## config.mk

```make
export PLATFORM = sky130hd
export DESIGN_NAME = norm24_seq_flat
export DESIGN_NICKNAME = d
export VERILOG_FILES = /design/src/rtl/norm24_if.sv /design/src/rtl/norm24_seq.sv /design/src/flat_wrapper.sv
export SDC_FILE = /design/constraint.sdc
export NUM_CORES = 1
export LEC_CHECK = 0
export ABC_AREA = 0
export BUFFER_PORTS_ARGS = -buffer_cell sky130_fd_sc_hd__buf_2
export CORE_ASPECT_RATIO = 0.6
export CORE_UTILIZATION = 30
export CTS_CLUSTER_SIZE = 28
export DETAILED_ROUTE_END_ITERATION = 6
export GPL_TIMING_DRIVEN = 0
export PLACE_DENSITY = 0.46
export REMOVE_ABC_BUFFERS = 1
export SLEW_MARGIN = 20
export SYNTH_ARGS = -nofsm -noshare
export SYNTH_HDL_FRONTEND = slang
export SYNTH_SLANG_ARGS = --single-unit
```

## constraint.sdc

```tcl
create_clock -name clk -period 3.1 [get_ports clk]
set_input_delay 0.465 -clock clk [delete_from_list [all_inputs] [get_ports clk]]
set_output_delay 0.465 -clock clk [all_outputs]
set_load 0.01 [all_outputs]
```

## src/rtl/norm24_if.sv

```systemverilog
// norm24_if: handshake and data bundle between the significand adder, the
// post-add normalizer and the rounder.
//
// Signals (all driven/sampled on the rising edge of the block clock):
//   in_valid  producer -> normalizer  operand presented
//   in_ready  normalizer -> producer  normalizer idle, operand will be taken
//   sig       producer -> normalizer  raw sum, top bit is the adder carry
//   exp       producer -> normalizer  biased exponent of the sum
//   out_valid normalizer -> consumer  result held
//   out_ready consumer -> normalizer  consumer takes the result
//   rslt      normalizer -> consumer  normalized significand (MSB = hidden bit)
//   rexp      normalizer -> consumer  normalized biased exponent
//   zero      normalizer -> consumer  result is exactly zero
//   ovf       normalizer -> consumer  carry normalization overflowed to max exponent
//   shcnt     normalizer -> consumer  total left shifts applied
//
// Handshake: a transfer happens on a rising edge where valid && ready are both
// high. A source holds valid and its data stable until that edge; the sink may
// drive ready independently of valid.
//
// Modports: master = operand producer / result consumer (the environment),
//           slave  = the normalizer itself.
interface norm24_if #(
    parameter int EXP_W = 8,
    parameter int SIG_W = 24,
    parameter int CNT_W = 5
);
    logic             in_valid;
    logic             in_ready;
    logic [SIG_W:0]   sig;
    logic [EXP_W-1:0] exp;
    logic             out_valid;
    logic             out_ready;
    logic [SIG_W-1:0] rslt;
    logic [EXP_W-1:0] rexp;
    logic             zero;
    logic             ovf;
    logic [CNT_W-1:0] shcnt;

    modport master (
        output in_valid, sig, exp, out_ready,
        input  in_ready, out_valid, rslt, rexp, zero, ovf, shcnt
    );

    modport slave (
        input  in_valid, sig, exp, out_ready,
        output in_ready, out_valid, rslt, rexp, zero, ovf, shcnt
    );
endinterface

```

## src/rtl/norm24_seq.sv

```systemverilog
// norm24_seq: multi-cycle post-add normalizer for the FP-32 datapath.
//
// Takes the raw significand sum (carry + SIG_W bits) and its biased exponent,
// and left-shifts until the hidden bit is set, decrementing the exponent per
// shift. Carry-out is handled with a single right shift, exp==max passes
// through untouched, a zero sum flags zero, and exhausting the exponent stops
// the shifting and produces a denormal (rexp=0).
//
// Ports:
//   clk        clock, all state on rising edge
//   rst_n      asynchronous active-low reset; aborts any operation in flight
//   bus        norm24_if.slave: in_valid/in_ready/sig/exp on the input side,
//              out_valid/out_ready/rslt/rexp/zero/ovf/shcnt on the output side
//   dbg_state  current FSM state (IDLE=0, SHIFT=1, DONE=2)
//
// Build option:
//   NORM24_FAST_SHIFT_EN  when defined, SHIFT takes a 4-bit coarse step when
//                         the top nibble is empty and the exponent allows it.
//                         Results are identical, only latency shrinks.
module norm24_seq #(
    parameter int EXP_W = 8,
    parameter int SIG_W = 24
) (
    input  logic       clk,
    input  logic       rst_n,
    norm24_if.slave    bus,
    output logic [1:0] dbg_state
);
    localparam int CNT_W = 5;

    localparam logic [EXP_W-1:0] EXP_MAX  = '1;
    localparam logic [EXP_W-1:0] EXP_ONE  = EXP_W'(1);
`ifdef NORM24_FAST_SHIFT_EN
    localparam logic [EXP_W-1:0] EXP_FOUR = EXP_W'(4);
`endif

    typedef enum logic [1:0] {
        IDLE  = 2'd0,
        SHIFT = 2'd1,
        DONE  = 2'd2
    } state_t;

    state_t           state_q, state_d;
    logic [SIG_W-1:0] wsig_q,  wsig_d;
    logic [EXP_W-1:0] wexp_q,  wexp_d;
    logic [SIG_W-1:0] rslt_q,  rslt_d;
    logic [EXP_W-1:0] rexp_q,  rexp_d;
    logic             zero_q,  zero_d;
    logic             ovf_q,   ovf_d;
    logic [CNT_W-1:0] shcnt_q, shcnt_d;

    always_ff @(posedge clk or negedge rst_n) begin
        if (!rst_n) begin
            state_q <= IDLE;
            wsig_q  <= '0;
            wexp_q  <= '0;
            rslt_q  <= '0;
            rexp_q  <= '0;
            zero_q  <= 1'b0;
            ovf_q   <= 1'b0;
            shcnt_q <= '0;
        end else begin
            state_q <= state_d;
            wsig_q  <= wsig_d;
            wexp_q  <= wexp_d;
            rslt_q  <= rslt_d;
            rexp_q  <= rexp_d;
            zero_q  <= zero_d;
            ovf_q   <= ovf_d;
            shcnt_q <= shcnt_d;
        end
    end

    always_comb begin
        state_d = state_q;
        wsig_d  = wsig_q;
        wexp_d  = wexp_q;
        rslt_d  = rslt_q;
        rexp_d  = rexp_q;
        zero_d  = zero_q;
        ovf_d   = ovf_q;
        shcnt_d = shcnt_q;

        case (state_q)
            IDLE: begin
                if (bus.in_valid) begin
                    shcnt_d = '0;
                    zero_d  = 1'b0;
                    ovf_d   = 1'b0;
                    if (bus.exp == EXP_MAX) begin
                        // Inf/NaN exponent: no normalization, the carry bit is ignored.
                        rslt_d  = bus.sig[SIG_W-1:0];
                        rexp_d  = EXP_MAX;
                        state_d = DONE;
                    end else if (bus.sig[SIG_W]) begin
                        // Carry out: one right shift; the dropped LSB is the rounder's problem.
                        if (bus.exp == EXP_MAX - EXP_ONE) begin
                            rslt_d = '0;
                            rexp_d = EXP_MAX;
                            ovf_d  = 1'b1;
                        end else begin
                            rslt_d = bus.sig[SIG_W:1];
                            rexp_d = bus.exp + EXP_ONE;
                        end
                        state_d = DONE;
                    end else begin
                        wsig_d  = bus.sig[SIG_W-1:0];
                        wexp_d  = bus.exp;
                        state_d = SHIFT;
                    end
                end
            end

            SHIFT: begin
                if (wsig_q == '0) begin
                    zero_d  = 1'b1;
                    rexp_d  = '0;
                    rslt_d  = '0;
                    state_d = DONE;
                end else if (wsig_q[SIG_W-1]) begin
                    rslt_d  = wsig_q;
                    rexp_d  = wexp_q;
                    state_d = DONE;
                end else if (wexp_q <= EXP_ONE) begin
                    // Exponent exhausted: leave the significand where it is, denormal result.
                    rslt_d  = wsig_q;
                    rexp_d  = '0;
                    state_d = DONE;
`ifdef NORM24_FAST_SHIFT_EN
                end else if ((wsig_q[SIG_W-1 -: 4] == 4'd0) && (wexp_q > EXP_FOUR)) begin
                    // exp>4 guarantees exp stays >=1 afterwards, matching four single steps.
                    wsig_d  = wsig_q << 4;
                    wexp_d  = wexp_q - EXP_FOUR;
                    shcnt_d = shcnt_q + CNT_W'(4);
`endif
                end else begin
                    wsig_d  = wsig_q << 1;
                    wexp_d  = wexp_q - EXP_ONE;
                    shcnt_d = shcnt_q + CNT_W'(1);
                end
            end

            DONE: begin
                if (bus.out_ready) begin
                    state_d = IDLE;
                end
            end

            default: begin
                state_d = IDLE;
            end
        endcase
    end

    assign bus.in_ready  = (state_q == IDLE);
    assign bus.out_valid = (state_q == DONE);
    assign bus.rslt      = rslt_q;
    assign bus.rexp      = rexp_q;
    assign bus.zero      = zero_q;
    assign bus.ovf       = ovf_q;
    assign bus.shcnt     = shcnt_q;
    assign dbg_state     = state_q;
endmodule

```

## src/flat_wrapper.sv

```systemverilog
// flat-port wrapper written by rule: the top's interface ports become plain ports
module norm24_seq_flat 
#(
    parameter int EXP_W = 8,
    parameter int SIG_W = 24
)
  (clk, rst_n, dbg_state, bus_in_valid, bus_sig, bus_exp, bus_out_ready, bus_in_ready, bus_out_valid, bus_rslt, bus_rexp, bus_zero, bus_ovf, bus_shcnt);
  norm24_if #(.EXP_W(EXP_W), .SIG_W(SIG_W)) bus_i ();
  input  logic clk;
  input  logic rst_n;
  output logic [1:0] dbg_state;
  input wire logic [$bits(bus_i.in_valid)-1:0] bus_in_valid;
  input wire logic [$bits(bus_i.sig)-1:0] bus_sig;
  input wire logic [$bits(bus_i.exp)-1:0] bus_exp;
  input wire logic [$bits(bus_i.out_ready)-1:0] bus_out_ready;
  output wire logic [$bits(bus_i.in_ready)-1:0] bus_in_ready;
  output wire logic [$bits(bus_i.out_valid)-1:0] bus_out_valid;
  output wire logic [$bits(bus_i.rslt)-1:0] bus_rslt;
  output wire logic [$bits(bus_i.rexp)-1:0] bus_rexp;
  output wire logic [$bits(bus_i.zero)-1:0] bus_zero;
  output wire logic [$bits(bus_i.ovf)-1:0] bus_ovf;
  output wire logic [$bits(bus_i.shcnt)-1:0] bus_shcnt;
  assign bus_i.in_valid = bus_in_valid;
  assign bus_i.sig = bus_sig;
  assign bus_i.exp = bus_exp;
  assign bus_i.out_ready = bus_out_ready;
  assign bus_in_ready = bus_i.in_ready;
  assign bus_out_valid = bus_i.out_valid;
  assign bus_rslt = bus_i.rslt;
  assign bus_rexp = bus_i.rexp;
  assign bus_zero = bus_i.zero;
  assign bus_ovf = bus_i.ovf;
  assign bus_shcnt = bus_i.shcnt;
  norm24_seq #(.EXP_W(EXP_W), .SIG_W(SIG_W)) u_core (.clk(clk), .rst_n(rst_n), .bus(bus_i), .dbg_state(dbg_state));
endmodule
```

* Word level (Yosys, flattened, before mapping)
Index checks and enable logic that the tools add are counted.
** Operators by class
- Add/subtract/negate cells :: 3
- Magnitude comparators :: 1
- Eq/ne operators :: 14
- Muxes and demuxes :: 49
- Reduce and logical (&&, ||, !) cells :: 10
** Operator list (number)
- $mux W24 :: 13
- $mux W8 :: 13
- $pmux W24 S2 :: 2
- $pmux W8 S2 :: 2
- $logic_not A24 Y1 :: 1
- $mux W5 :: 4
- $eq A8 B8 Y1 const B :: 2
- $mux W2 :: 7
- $ne A2 B2 Y1 const B :: 7
- $pmux W5 S2 :: 1
- $reduce_and A5 Y1 :: 2
- $add A8 B1 Y8 const B :: 1
- $le A8 B1 Y1 const B :: 1
- $sub A8 B1 Y8 const B :: 1
- $reduce_and A7 Y1 :: 1
- $pmux W2 S3 :: 1
- $reduce_and A3 Y1 :: 2
- $add A5 B1 Y5 const B :: 1
- $mux W1 :: 5
- $ne A4 B1 Y1 const B :: 1
- $reduce_and A4 Y1 :: 1
- $ne A3 B2 Y1 const B :: 1
- $eq A2 B1 Y1 const B :: 1
- $eq A2 B2 Y1 const B :: 1
- 5 further kinds :: 5
** Storage, ports and cells
- Flip-flop bits (word level) :: 73
- Bits of input ports :: 37
- Output and inout port bits :: 43

* Longest topological paths before layout
- Depth after elaboration :: 6
- Depth in mapped cells :: 10
- Gate-level depth less buffers :: 8

* Worst setup path before layout
OpenSTA, ideal clock, no wires.
- Path type :: register -> register
- From :: register u_core.wexp_q[0]
- To :: register u_core.wsig_q[10]
- Library setup time :: 126 ps
- Arrival :: 2143 ps
- Required time :: 2974 ps
- Slack :: 831 ps
- Stages on the path, launching flop included :: 11
- Clock period less this slack :: 2269 ps
- Cells stage by stage :: dfrtp_1 inv_1 ha_1 or2_2 a311oi_2 o21a_1 buf_4 nor2_2 inv_2 buf_2 a21oi_1
** On the way
- Word-level cells in the longest chain between the ends :: 3
** Ends and longest elaborated chain
- start: declaration :: line norm24_seq.sv:45 : logic [EXP_W-1:0] wexp_q, wexp_d;
- start signal: assignment :: line norm24_seq.sv:65 : wexp_q <= wexp_d;
- $le A8 B1 Y1 :: line norm24_seq.sv:124 : end else if (wexp_q <= EXP_ONE) begin
- $ne A2 B2 Y1 (no source line)
- $reduce_and A7 Y1 (no source line)
- end signal: assignment :: line norm24_seq.sv:64 : wsig_q <= wsig_d;
- end: declaration :: line norm24_seq.sv:44 : logic [SIG_W-1:0] wsig_q, wsig_d;
No other way between the ends.
A chain may end at the register's enable or synchronous reset.

* Final worst setup path
- From :: input port bus_exp[0]
- To :: register u_core.wsig_q[10]
** On the way
- Word-level cells in the longest chain between the ends :: 3
** Ends and longest elaborated chain
- start: declaration :: line flat_wrapper.sv:14 : input wire logic [$bits(bus_i.exp)-1:0] bus_exp;
- $eq A8 B8 Y1 :: line norm24_seq.sv:90 : if (bus.exp == EXP_MAX) begin
- $ne A2 B2 Y1 (no source line)
- $reduce_and A7 Y1 (no source line)
No other way between the ends.

==> results.json <==
{
  "status": "finished clean",
  "period_minus_slack_ns": 2.93,
  "finalNetCount": 518,
  "critPathMaxFanout": 27,
  "post_drt_wl_per_cell_um": 18.4,
  "nFillCells": 1325,
  "drt_iter0_drc": 265,
  "clk_latency_ns": 0.34,
  "final_max_slew_viol_count": 0,
  "cp-start-kind": "input pin",
  "grt.overflow.total": 0,
  "synthFlopType": "dfrtp_1",
  "crit_path_top_delay_cell": "nor3_4",
  "htree_num_levels": 3,
  "setup_viol": 0,
  "reg2reg_depth": 7,
  "drive_gt1_share_pct": 30.6,
  "syn-instance-count": 408,
  "antenna_found_initial": 0,
  "vias": 3535,
  "clockRootBuffer": "clkbuf_16",
  "synth_xor_area_share_pct": 1.33,
  "wl_um": 12000,
  "rsz0062_at_grt": "no",
  "hp-class": "input pin to asynchronous set/reset pin",
  "seq_area_mm2": 0.00183,
  "area_growth_pct": 23.1,
  "fin_crit_sh_pct": 94.6,
  "hold_ws_ns": 0.0986,
  "grt_usage_pct": 18.9,
  "yosysTopAreaCellShare_pct": 46.2,
  "ios": 80,
  "initial_utilization_pct": 30.8,
  "die-area_mm2": 0.0137,
  "r2r-end": "u_core.bus.rexp[5]$_DFFE_PN0P_",
  "r2r_setup_slack_ns": 0.25,
  "firstDrtPassIters": 4,
  "multi_input_area_mm2": 0.00201,
  "antenna_left": 0,
  "core-area_mm2": 0.0129,
  "synth_edf_count": 0,
  "clk_path_buf_depth": 2,
  "finalWeightedCongestion": 0.808,
  "drc_errors": 0,
  "path_cells": "buf_2 > ha_1 > and3_1 > and2_2 > nor3_4 > buf_8 > nor2_2 > inv_2 > a21oi_1",
  "cap_violations": 0,
  "slew_headroom_pct": 49.2,
  "clk_pin_slew_ns": 0.06,
  "utilization_pct": 37.9,
  "power_mw": 4.53,
  "final_area_mm2": 0.00487,
  "setup_tns_ns": 0,
  "cts_hold_buf": 0,
  "diodes": 0,
  "ys_types": 49,
  "avgViaCountPerCell": 5.43,
  "cts_buffers": 9,
  "criticalPathCategory": "input pin to flop",
  "num_rows": 32,
  "crit_path_end": "u_core.wsig_q[10]$_DFFE_PN0P_",
  "synth_compound_gate_area_share_pct": 21.0,
  "die_w_um": 150,
  "grt_pass1_wl_um": 19400,
  "fin_cells": 651,
  "critPathArrivalTime_ns": 3.13,
  "ys_ff_latch": 73,
  "grt_pass1_vias": 3480,
  "hold_viol": 0,
  "synth-simple-area-share_pct": 15.1,
  "post_dp_cell_area_mm2": 0.00455,
  "grt_max_degree": 38,
  "dp_hpwl_um": 7930,
  "die_y_um": 91.0,
  "postSynth.asyncResetShare_pct": 100,
  "placed_cells": 632,
  "r2r_start": "u_core.wsig_q[23]$_DFFE_PN0P_",
  "syn_area_mm2": 0.00396,
  "clock_skew_ns": 0.00445,
  "syn_area_per_cell_um2": 9.70,
  "required_ns": 3.30,
  "clock-sinks": 73,
  "power_density_mw_per_mm2": 931,
  "timing.critical_path.from": "bus_exp[0]",
  "cp_slowest_stage_delay_ns": 0.67,
  "worstMarginPinSlew_ns": 0.760,
  "synth_top_area_cell": "dfrtp_1",
  "yosysWarningCount": 0,
  "max_freq_mhz": 341,
  "worst_setup_path_end_kind": "flop",
  "static-leakage-power_nw": 2.06,
  "synth_fa_ha_area_share_pct": 1.58,
  "synth_area_leaders": "dfrtp_1, mux2_2, nor2_1",
  "synth-seq-area-share_pct": 46.2,
  "pre_cts_slack_ns": -1.00,
  "cts_tree": "yes",
  "synthMuxAreaShare_pct": 9.84,
  "portBuffers": 79,
  "setup_ws_ns": 0.169,
  "synth_top_family_by_area": "compound AO/OA/AOI/OAI gates",
  "ir_worst_vdd_v": 0.000394
}
==> worst min path at each step <==
| stage | startpoint | slack (ns) | endpoint | cells after the start |
|---|---|---|---|---|
| finish | rst_n | 0.1 | u_core.bus.rexp[7]$_DFFE_PN0P_ | 1 |
| global route | rst_n | 0.13 | u_core.bus.rexp[7]$_DFFE_PN0P_ | 1 |
| floorplan | rst_n | 0.17 | u_core.bus.ovf$_DFFE_PN0P_ | 0 |
| detailed placement | u_core.bus.shcnt[4]$_DFFE_PN0P_ | 0.46 | u_core.bus.shcnt[4]$_DFFE_PN0P_ | 1 |
| CTS | rst_n | 0.12 | u_core.bus.rexp[5]$_DFFE_PN0P_ | 1 |
| global placement | u_core.bus.shcnt[4]$_DFFE_PN0P_ | 0.46 | u_core.bus.shcnt[4]$_DFFE_PN0P_ | 1 |
==> placed cells by master, fill, tap and decap left out, types with 5 or more instances in the layout <==
| cell | count |
|---|---|
| nor4_1 | 7 |
| o211ai_1 | 5 |
| clkbuf_16 | 9 |
| a221oi_1 | 22 |
| nor2_1 | 51 |
| nand2_1 | 23 |
| buf_2 | 78 |
| ha_1 | 5 |
| nor3_1 | 23 |
| nand3_1 | 7 |
| a22oi_1 | 23 |
| a31oi_1 | 10 |
| mux2_2 | 30 |
| o21ai_0 | 6 |
| dfrtp_1 | 73 |
| inv_1 | 9 |
| a21oi_1 | 33 |
==> per-layer routing <==
layer  wire [um]  track usage [%]  vias up
met1        6270             29.0     1730
met3         843             4.87        9
met5           0                0        -
met2        4750             25.8      116
li1            -                -     1680
met4          83             4.38        0
==> worst max-delay path, delay by kind of cell <==
family,cells,cell delay (ns)
AO/OA/AOI/OAI,1,0.13
buffers and inverters,3,0.76
AND/OR/NAND/NOR,4,1.47
adder cells (fa/ha/maj),1,0.28
==> area by class of cell <==
cell class | count | area share (%)
Clock buffer | 11 | 5.19
Clock inverter | 5 | 0.617
Inverter | 10 | 0.771
Multi-Input combinational cell | 295 | 41.2
Sequential cell | 73 | 37.5
Tap cell | 170 | 4.37
Timing Repair Buffer | 87 | 10.3
==> registers in the layout, summed over array words and instances (netlist names) <==
register,flops
u_core.bus.rslt,24
u_core.wexp_q,8
u_core.bus.rexp,8
u_core.bus.zero,1
u_core.dbg_state,2
u_core.bus.shcnt,5
u_core.bus.ovf,1
u_core.wsig_q,24
==> power breakdown <==
part           internal, mW  switching (mW)
Clock                 0.581           0.413
Combinational         0.795           0.927
Sequential             1.39           0.423
Total                  2.77            1.76
==> Yosys cell counts (all sizes together), types with 2 or more instances <==
master and n:
a221oi 22, a31oi 10, xnor2 4, mux2 31, inv 10, nor3 25, o21ai 8, a21oi 33
o221ai 2, nor2 53, o211ai 5, nand2 23, xor2 2, mux2i 4, ha 5, a22oi 23
clkbuf 19, nand3 7, o311ai 3, nor4 8, dfrtp 73, nand4 3, and3 4, a311oi 2
buf 12, and2 2
==> kinds of logic (layout without fill, tap and decap cells) <==
kind of cell    count (synthesis)  count (layout)
buf+inv                        41             113
mux                            35              35
xor+xnor                        6               6
compound gates                118             118
fa+ha+maj                       5               5
simple gates                  130             131
flops                          73              73
==> what timing repair did <==
| item | 4_1_cts | 5_1_grt |
|---|---|---|
| endpoints found under the setup margin | 63 | 14 |
| gates cloned | 1 | 0 |
| buffers inserted | 2 | 0 |
| gates resized for setup | 2 | 1 |
| pin swaps | 2 | 0 |
Power figures use the tool's default switching activity.
